===== src/rtl/reg_bank_pkg.sv =====
// Shared types and default sizing for the multi-read-port register bank.
package reg_bank_pkg;

  typedef enum logic {
    RB_CLEAR = 1'b0,
    RB_READY = 1'b1
  } rb_state_t;

  localparam int RB_XLEN  = 64;
  localparam int RB_NREGS = 32;

endpackage


===== src/rtl/reg_bank_clr_ctrl.sv =====
// Post-reset clear sequencer: walks entries 1..NREGS-1 writing zero, then holds READY.
// Also flags user writes that arrive while the clear is still running (wr_drop).
module reg_bank_clr_ctrl
  import reg_bank_pkg::*;
#(
  parameter int NREGS = RB_NREGS,
  parameter int AW    = $clog2(NREGS)
) (
  input  logic          clk,
  input  logic          rst,
  input  logic          we,
  output logic          clr_we,
  output logic [AW-1:0] clr_addr,
  output rb_state_t     state,
  output logic          ready,
  output logic          wr_drop
);

  rb_state_t     state_q,   state_d;
  logic [AW-1:0] clr_idx_q, clr_idx_d;
  logic          ready_q,   ready_d;
  logic          wr_drop_q, wr_drop_d;

  always_ff @(posedge clk or posedge rst) begin
    if (rst) begin
      state_q   <= RB_CLEAR;
      clr_idx_q <= AW'(1);
      ready_q   <= 1'b0;
      wr_drop_q <= 1'b0;
    end else begin
      state_q   <= state_d;
      clr_idx_q <= clr_idx_d;
      ready_q   <= ready_d;
      wr_drop_q <= wr_drop_d;
    end
  end

  always_comb begin
    state_d   = state_q;
    clr_idx_d = clr_idx_q;
    clr_we    = 1'b0;
    case (state_q)
      RB_CLEAR: begin
        clr_we = 1'b1;
        // Index holds at the last entry so it never wraps back to 0.
        if (clr_idx_q == AW'(NREGS - 1)) begin
          state_d = RB_READY;
        end else begin
          clr_idx_d = clr_idx_q + AW'(1);
        end
      end
      default: state_d = RB_READY;
    endcase
    ready_d   = (state_d == RB_READY);
    wr_drop_d = we && (state_q == RB_CLEAR);
  end

  assign clr_addr = clr_idx_q;
  assign state    = state_q;
  assign ready    = ready_q;
  assign wr_drop  = wr_drop_q;

endmodule


===== src/rtl/reg_bank_mp.sv =====
// Parametrised register bank, NRD combinational read ports, one write port, reg 0 hardwired to 0.
// Optional same-cycle write-to-read forwarding when REG_BANK_BYPASS_EN is defined.
module reg_bank_mp
  import reg_bank_pkg::*;
#(
  parameter int XLEN  = RB_XLEN,
  parameter int NREGS = RB_NREGS,
  parameter int NRD   = 2,
  localparam int AW   = $clog2(NREGS)
) (
  input  logic              clk,
  input  logic              rst,
  input  logic [NRD*AW-1:0] raddr,
  output logic [NRD*XLEN-1:0] rdata,
  input  logic              we,
  input  logic [AW-1:0]     waddr,
  input  logic [XLEN-1:0]   wdata,
  output logic              ready,
  output logic              wr_drop
);

  rb_state_t     state;
  logic          clr_we;
  logic [AW-1:0] clr_addr;

  logic [XLEN-1:0] rf_q [NREGS];
  logic            user_wr;
  logic            rf_we;
  logic [AW-1:0]   rf_waddr;
  logic [XLEN-1:0] rf_wdata;
  logic [AW-1:0]   rd_addr;

  reg_bank_clr_ctrl #(
    .NREGS (NREGS),
    .AW    (AW)
  ) u_clr_ctrl (
    .clk      (clk),
    .rst      (rst),
    .we       (we),
    .clr_we   (clr_we),
    .clr_addr (clr_addr),
    .state    (state),
    .ready    (ready),
    .wr_drop  (wr_drop)
  );

  assign user_wr = we && (state == RB_READY) && (waddr != '0);

  // Clear and user writes are mutually exclusive by state, clear has priority anyway.
  always_comb begin
    rf_we    = 1'b0;
    rf_waddr = '0;
    rf_wdata = '0;
    if (clr_we) begin
      rf_we    = 1'b1;
      rf_waddr = clr_addr;
    end else if (user_wr) begin
      rf_we    = 1'b1;
      rf_waddr = waddr;
      rf_wdata = wdata;
    end
  end

  // No reset on the array: the clear sequence zeroes it after every reset.
  always_ff @(posedge clk) begin
    if (rf_we) begin
      rf_q[rf_waddr] <= rf_wdata;
    end
  end

  always_comb begin
    rdata   = '0;
    rd_addr = '0;
    for (int k = 0; k < NRD; k++) begin
      rd_addr = raddr[k*AW +: AW];
      if ((state == RB_READY) && (rd_addr != '0)) begin
        rdata[k*XLEN +: XLEN] = rf_q[rd_addr];
`ifdef REG_BANK_BYPASS_EN
        if (user_wr && (rd_addr == waddr)) begin
          rdata[k*XLEN +: XLEN] = wdata;
        end
`endif
      end
    end
  end

endmodule


===== config.mk =====
export PLATFORM = sky130hd
export DESIGN_NAME = reg_bank_mp
export DESIGN_NICKNAME = d
export VERILOG_FILES = /design/src/rtl/reg_bank_pkg.sv /design/src/rtl/reg_bank_clr_ctrl.sv /design/src/rtl/reg_bank_mp.sv
export SDC_FILE = /design/constraint.sdc
export NUM_CORES = 2
export LEC_CHECK = 0
export ABC_CLOCK_PERIOD_IN_PS = 7600
export CAP_MARGIN = 10
export CORE_ASPECT_RATIO = 2
export CORE_MARGIN = 3
export CORE_UTILIZATION = 40
export CTS_CLUSTER_DIAMETER = 30
export DETAILED_ROUTE_END_ITERATION = 16
export SYNTH_ARGS = -nofsm -noshare
export SYNTH_HDL_FRONTEND = slang
export SYNTH_SLANG_ARGS = --single-unit

===== constraint.sdc =====
create_clock -name clk -period 7.6 [get_ports clk]
set_clock_uncertainty 0.05 [all_clocks]
set_input_delay 1.52 -clock clk [delete_from_list [all_inputs] [get_ports clk]]
set_output_delay 1.52 -clock clk [all_outputs]
set_load 0.01 [all_outputs]

### Yosys cells after proc, flatten, opt, wreduce, memory -nomap -nowiden

Memories as Yosys holds them, arrays and structs flattened.
Index checks and enable logic that the tools add are counted.
Widths: inputs -> output; s select.

| cells by class | value |
|---|---|
| $add $sub $neg | 1 |
| equality and inequality tests | 1 |
| multiplexer cells | 12 |
| bitwise gates (word level) | 2 |
| reductions and logical operators | 9 |

Operators by type and width:

| kind | number |
|---|---|
| $mux 64 | 4 |
| $reduce_bool 5->1 | 3 |
| $mux 5 | 2 |
| $mux 1 | 6 |
| $add 5x1->5 const B | 1 |
| $eq 5x5->1 const B | 1 |
| $logic_and 1x1->1 | 5 |
| $not 1->1 | 2 |
| $reduce_and 2->1 | 1 |

| word-level totals | value |
|---|---|
| register bits | 7 |
| bits in writable memories | 2,048 |
| memories | 1 |

Memory list:

| name | words | width | read ports | clocked after Yosys merged registers in | wr ports | RTL line | source |
|---|---|---|---|---|---|---|---|
| rf_q | 32 | 64 | 2 | 0 | 1 | reg_bank_mp.sv:26 | `logic [XLEN-1:0] rf_q [NREGS];` |

### Depth between registers and ports, before layout

| depth | value |
|---|---|
| word-level depth | 6 |
| depth in mapped cells | 9 |
| mapped depth without buffers | 6 |

### Hierarchy

From an unflattened synthesis, not the netlist that was laid out.

| second synthesis, totals | value |
|---|---|
| cell total of the unflattened synthesis | 4,778 |
| area, all modules | 96,904.2 µm² |

Modules (own cells, without submodules):

| module | times used | cells each | area an instance (µm²) | seq. area each (µm²) |
|---|---|---|---|---|
| reg_bank_mp | 1 | 4,755 | 96,598.9 | 61,499.0 |
| reg_bank_clr_ctrl | 1 | 23 | 305.3 | 176.4 |

### Worst setup path before layout

No wires, ideal clock.

| path | value |
|---|---|
| path type | input to register |
| start | in we |
| end | mem rf_q[12][0] (netlist name) (enable) |
| arrival time | 4,697 ps |
| data required time | 7,063 ps |
| slack | 2,366 ps |
| stages on the path | 4 |
| path buffers | 0 |
| cell sequence | nand2_1 > nor4_1 > nor2_1 > nor2_1 |

| between the ends | value |
|---|---|
| word-level cells in the longest chain between the ends | 6 |

Ends and longest elaborated chain:

| item | RTL line | source |
|---|---|---|
| from (decl) | reg_bank_mp.sv:15 | `input logic we,` |
| $logic_and 1x1->1 * (2 in a row) | reg_bank_mp.sv:47 | `assign user_wr = we && (state == RB_READY) && (waddr != '0);` |
| $mux 1 | reg_bank_mp.sv:57 | `end else if (user_wr) begin` |
| $mux 1 | reg_bank_mp.sv:54 | `if (clr_we) begin` |
| $mux 1 | reg_bank_mp.sv:66 | `if (rf_we) begin` |
| $mux 1 (implied by the code) | reg_bank_mp.sv:67 | `rf_q[rf_waddr] <= rf_wdata;` |
| to (decl) | reg_bank_mp.sv:26 |  |

Every way passes the cells marked *; elsewhere a longest branch is shown, timed or not.

### Worst setup path in the final report

| path | value |
|---|---|
| start | in raddr[8] |
| end | out rdata[103] |

| between the ends | value |
|---|---|
| word-level cells in the longest chain between the ends | 3 |

Ends and longest elaborated chain:

| item | RTL line | source |
|---|---|---|
| from (decl) | reg_bank_mp.sv:13 | `input logic [NRD*AW-1:0] raddr,` |
| parallel branches: the longest is 2 deep, another holds $mem_v2 32x64 | -- |  |
| $mux 64 * | reg_bank_mp.sv:76 | `if ((state == RB_READY) && (rd_addr != '0)) begin` |
| to (decl) | reg_bank_mp.sv:14 | `output logic [NRD*XLEN-1:0] rdata,` |

Mark *: on every way between the ends.

==> results.txt <==
----------------------------------------------------
[Drt]
  Remaining routing DRC violations ... 0
  WL final ... approximately 320000 microns
  Average routed wire per standard cell ... 38.3 microns
  Post-route antenna net violation count ... 0
  Via-per-instance ratio ... 6.63
  Router iterations before antenna repair ... 8
  Vias post-DR ... 56100
  Detailed router's first-iteration violation count ... 6013

[STA]
  Count of endpoints failing setup in the final report ... 0
  Rel. slew slack ... 12.1%
  Final Hold Fails ... 0
  Max Transition Viols Final ... 0
  Minimum clock period after layout ... approximately 6600 ps
  Final critical-path share of the clock period ... approximately 87%
  Unrepaired setup endpoints after global routing ... no
  Slew of the pin with the lowest slew margin ... between 1000 and 1500 ps
  Setup slack after layout ... 976 ps
  Total negative slack for setup checks ... 0 ps
  Highest clock rate ... around 150 MHz

[Placement]
  Count of buffers inserted at the top-level ports ... between 200 and 250
  Post-Place Setup Slack ... between 1000 and 1500 ps
  Routability congestion estimate from global placement ... around 0.8
  HPWL after DPL ... between 150000 and 200000 microns

[Die]
  Core region area ... approximately 230000 sq um
  Area of the die ... around 240000 sq um
  Overall die width ... roughly 350 microns
  Top-Level Pins ... between 200 and 250
  Starting density of the core ... slightly above 40%
  Overall die height ... about 690 microns
  Number of rows in the core area ... 250

[Pwr]
  Net load switching power ... around 0.0062 W
  Leakage power total ... roughly 38 nW
  Relative contribution of sequential cells to total power ... between 40 and 50%
  Internal Dissipation ... around 0.020 W
  Power per Cell Area ... 239 nW/um^2
  Combinational Power Share ... between 7 and 8%
  Worst voltage drop across the vdd grid ... roughly 0.21 mV
  Clock network power share ... 43.9%
  Switching part of the total power ... 23.7%

[Run]
  Reported max-cap violation count ... 0

[Synth]
  Synth Warn # ... 0
  Synthesized flop and latch total ... 2055
  Number of enable flip-flop cells after synthesis ... a little over 2000
  Fraction of post-synthesis cell area in the top cell type by area ... 65.6%
  Synthesized area divided by synthesized cell count ... between 15 and 20 sq um
  Cell taking the most area after synthesis ... sky130_fd_sc_hd__edfxtp_1
  Post-synthesis cell count ... between 4000 and 5000
  Largest cells by area after synthesis ... sky130_fd_sc_hd__edfxtp_1 66%, sky130_fd_sc_hd__mux4_2 18%, sky130_fd_sc_hd__mux2i_1 5.5%, sky130_fd_sc_hd__a22oi_1 3.1%, sky130_fd_sc_hd__a22o_1 1.2%
  Number of unique standard cell types used by synthesis ... 42
  Proportion of register bits with asynchronous set or reset after synthesis ... 0.341%
  Netlist Area Pre-Place ... approximately 94000 sq um
  Number of nets in the synthesized netlist ... ~5000
  Most used flip-flop cell after synthesis ... sky130_fd_sc_hd__edfxtp_1
  Share of the yosys chip area belonging to registers ... between 60% and 70%

[Outcome]
  Result of the run ... finished clean

[Clock tree]
  Clock-pin slew reported for the worst setup and hold paths after clock tree synthesis ... 60 ps
  CTS-repair resized insts ... 0
  Buffer levels on the longest clock path ... 4
  Total CTS buffers ... between 200 and 250
  Number of hold-repair buffers added at the cts stage ... 0
  Clock tree from TritonCTS ... yes
  Cell at the root of the clock tree ... sky130_fd_sc_hd__clkbuf_16
  Post-CTS setup buffer count ... 0
  Total number of H-tree levels ... 4
  CTS sink count ... just over 2000
  Clk_lat worst skew ... 840 ps

[Setup path]
  Launching element type of the critical path ... input port
  Data required time at the worst endpoint ... 6030 ps
  Arr. time, crit path ... slightly above 5000 ps
  Worst Path Class, Setup ... input port to output port
  Kind of capture point of the worst setup path ... output port
  Highest fanout seen on the critical path ... 29

[GRT]
  Total overflow reported by the global router ... 0
  Largest net degree at the start of global routing ... 90
  Initial antenna violation count ... 18
  Via count of the first global-routing pass ... 59600
  Global routing usage summed across all routing layers ... 26.5%
  First-pass GRT wire length ... roughly 450000 microns

[Finish]
  Fillers ... between 15000 and 20000
  NumNets Final ... between 5000 and 6000
  Syn-to-layout area delta ... 16.0%
  Layout cells sized above 1 ... between 20% and 30%

[Min path]
  Hold Path Class ... flip-flop to flip-flop

----------------------------------------------------
-- critical path, cell delays in order --
cell and delay, ps:
sky130_fd_sc_hd__clkdlybuf4s50_1 960, sky130_fd_sc_hd__and4_4 930, sky130_fd_sc_hd__buf_4 430, sky130_fd_sc_hd__a22o_1 200, sky130_fd_sc_hd__a31oi_1 50, sky130_fd_sc_hd__nand4_1 300
sky130_fd_sc_hd__clkdlybuf4s50_1 610
-- registers in the layout, indices dropped and copies added, names as in the netlist --
register	count
rf_q	2048
u_clr_ctrl.clr_addr	5
u_clr_ctrl.state	1
u_clr_ctrl.wr_drop	1
-- synth_stat cells (2+ instances only) --
cell and n:
sky130_fd_sc_hd__a21oi_1 2, sky130_fd_sc_hd__a22o_1 127, sky130_fd_sc_hd__a22oi_1 385, sky130_fd_sc_hd__a31oi_1 127, sky130_fd_sc_hd__and2_1 68, sky130_fd_sc_hd__and4_1 2, sky130_fd_sc_hd__and4b_1 4, sky130_fd_sc_hd__buf_1 35
sky130_fd_sc_hd__buf_2 118, sky130_fd_sc_hd__buf_4 32, sky130_fd_sc_hd__buf_6 18, sky130_fd_sc_hd__clkbuf_1 198, sky130_fd_sc_hd__dfrtp_1 6, sky130_fd_sc_hd__edfxtp_1 2048, sky130_fd_sc_hd__ha_1 2, sky130_fd_sc_hd__inv_1 4
sky130_fd_sc_hd__mux2_2 2, sky130_fd_sc_hd__mux2i_1 512, sky130_fd_sc_hd__mux4_2 767, sky130_fd_sc_hd__nand2_1 143, sky130_fd_sc_hd__nand2b_1 3, sky130_fd_sc_hd__nand3_1 130, sky130_fd_sc_hd__nand4_1 130, sky130_fd_sc_hd__nor2_1 44
sky130_fd_sc_hd__nor2_2 3, sky130_fd_sc_hd__nor2b_1 6, sky130_fd_sc_hd__nor3_1 2, sky130_fd_sc_hd__nor3b_1 5, sky130_fd_sc_hd__o21ai_0 4, sky130_fd_sc_hd__o22a_1 2, sky130_fd_sc_hd__xnor2_1 2
-- area by class of cell --
cell class / count / area (sq um) / share of cell area, %
Sequential cell: 2055 / 61700 / 56.7
Multi-Input combinational cell: 2481 / 30500 / 28.1
Clock buffer: 258 / 6010 / 5.53
Timing Repair Buffer: 463 / 4970 / 4.57
Tap cell: 3024 / 3780 / 3.48
Clock inverter: 166 / 1750 / 1.61
Antenna cell: 7 / 17.5 / 0.0161
Inverter: 4 / 15.0 / 0.0138
-- through the flow --
step	power [W]	util [%]	std cells	instance area, sq um	hold slack (ps)
2_1_floorplan	0.0139	-	4942	93800	429
3_3_place_gp	0.0148	43.5	8027	101000	484
3_5_place_dp	0.0148	43.5	8027	101000	502
4_1_cts	0.0261	46.8	8451	109000	513
5_1_grt	0.0266	46.8	8452	109000	538
6_report	0.0260	46.8	8458	109000	513
-- layout by cell type, fill, tap and decap left out, drive strengths merged, types with 7 or more instances in the layout --
cell type / count
clkinv: 71
nand2: 143
edfxtp: 2048
bufinv: 22
inv: 44
diode: 7
a22o: 127
a22oi: 385
mux2i: 512
nand3: 130
a31oi: 127
and2: 68
mux4: 767
nand4: 130
nor2: 47
buf: 256
clkinvlp: 33
clkbuf: 258
clkdlybuf4s50: 207
-- final timing paths --
path                                        start                     end  slack, ps  depth (start not counted)
max                                      raddr[8]              rdata[103]        980                          7
min                        u_clr_ctrl.clr_addr[3]  u_clr_ctrl.clr_addr[3]        510                          1
max reg2reg                      u_clr_ctrl.state            rf_q[18][26]       3890                          6
min reg2reg                u_clr_ctrl.clr_addr[3]  u_clr_ctrl.clr_addr[3]        510                          1
max in group asynchronous                     rst  u_clr_ctrl.clr_addr[0]       6370                          2
min in group asynchronous                     rst        u_clr_ctrl.state        860                          2
-- cell families (layout without fill, tap and decap cells) --
| family | Yosys count | after routing | synth area share [%] |
|---|---|---|---|
| AO/OA/AOI/OAI | 650 | 650 | 5.19 |
| other | 0 | 7 | 0 |
| AND/OR/NAND/NOR | 545 | 545 | 3.00 |
| flip-flops | 2055 | 2055 | 65.8 |
| adder cells (fa/ha/maj) | 2 | 2 | 0.0267 |
| buffers and inverters | 406 | 891 | 2.06 |
| multiplexers | 1281 | 1281 | 23.9 |
| XOR/XNOR | 3 | 3 | 0.0280 |
-- metal layers --
| layer | routed length, microns | global-route usage, % |
|---|---|---|
| met1 | 109000 | 29.7 |
| met2 | 170000 | 47.5 |
| met3 | 21700 | 3.82 |
| met4 | 22800 | 16.0 |
| met5 | 27 | 0 |
-- power by group through the flow --
stage	Sequential [W]	Clock, W	Combinational, W
final	0.0125	0.0114	0.00206
after global routing	0.0125	0.0119	0.00214
after CTS	0.0125	0.0115	0.00207
after detailed placement	0.0128	0	0.00206
after global placement	0.0128	0	0.00205
after floorplan	0.0128	0	0.00112
Power figures use the tool's default switching activity.
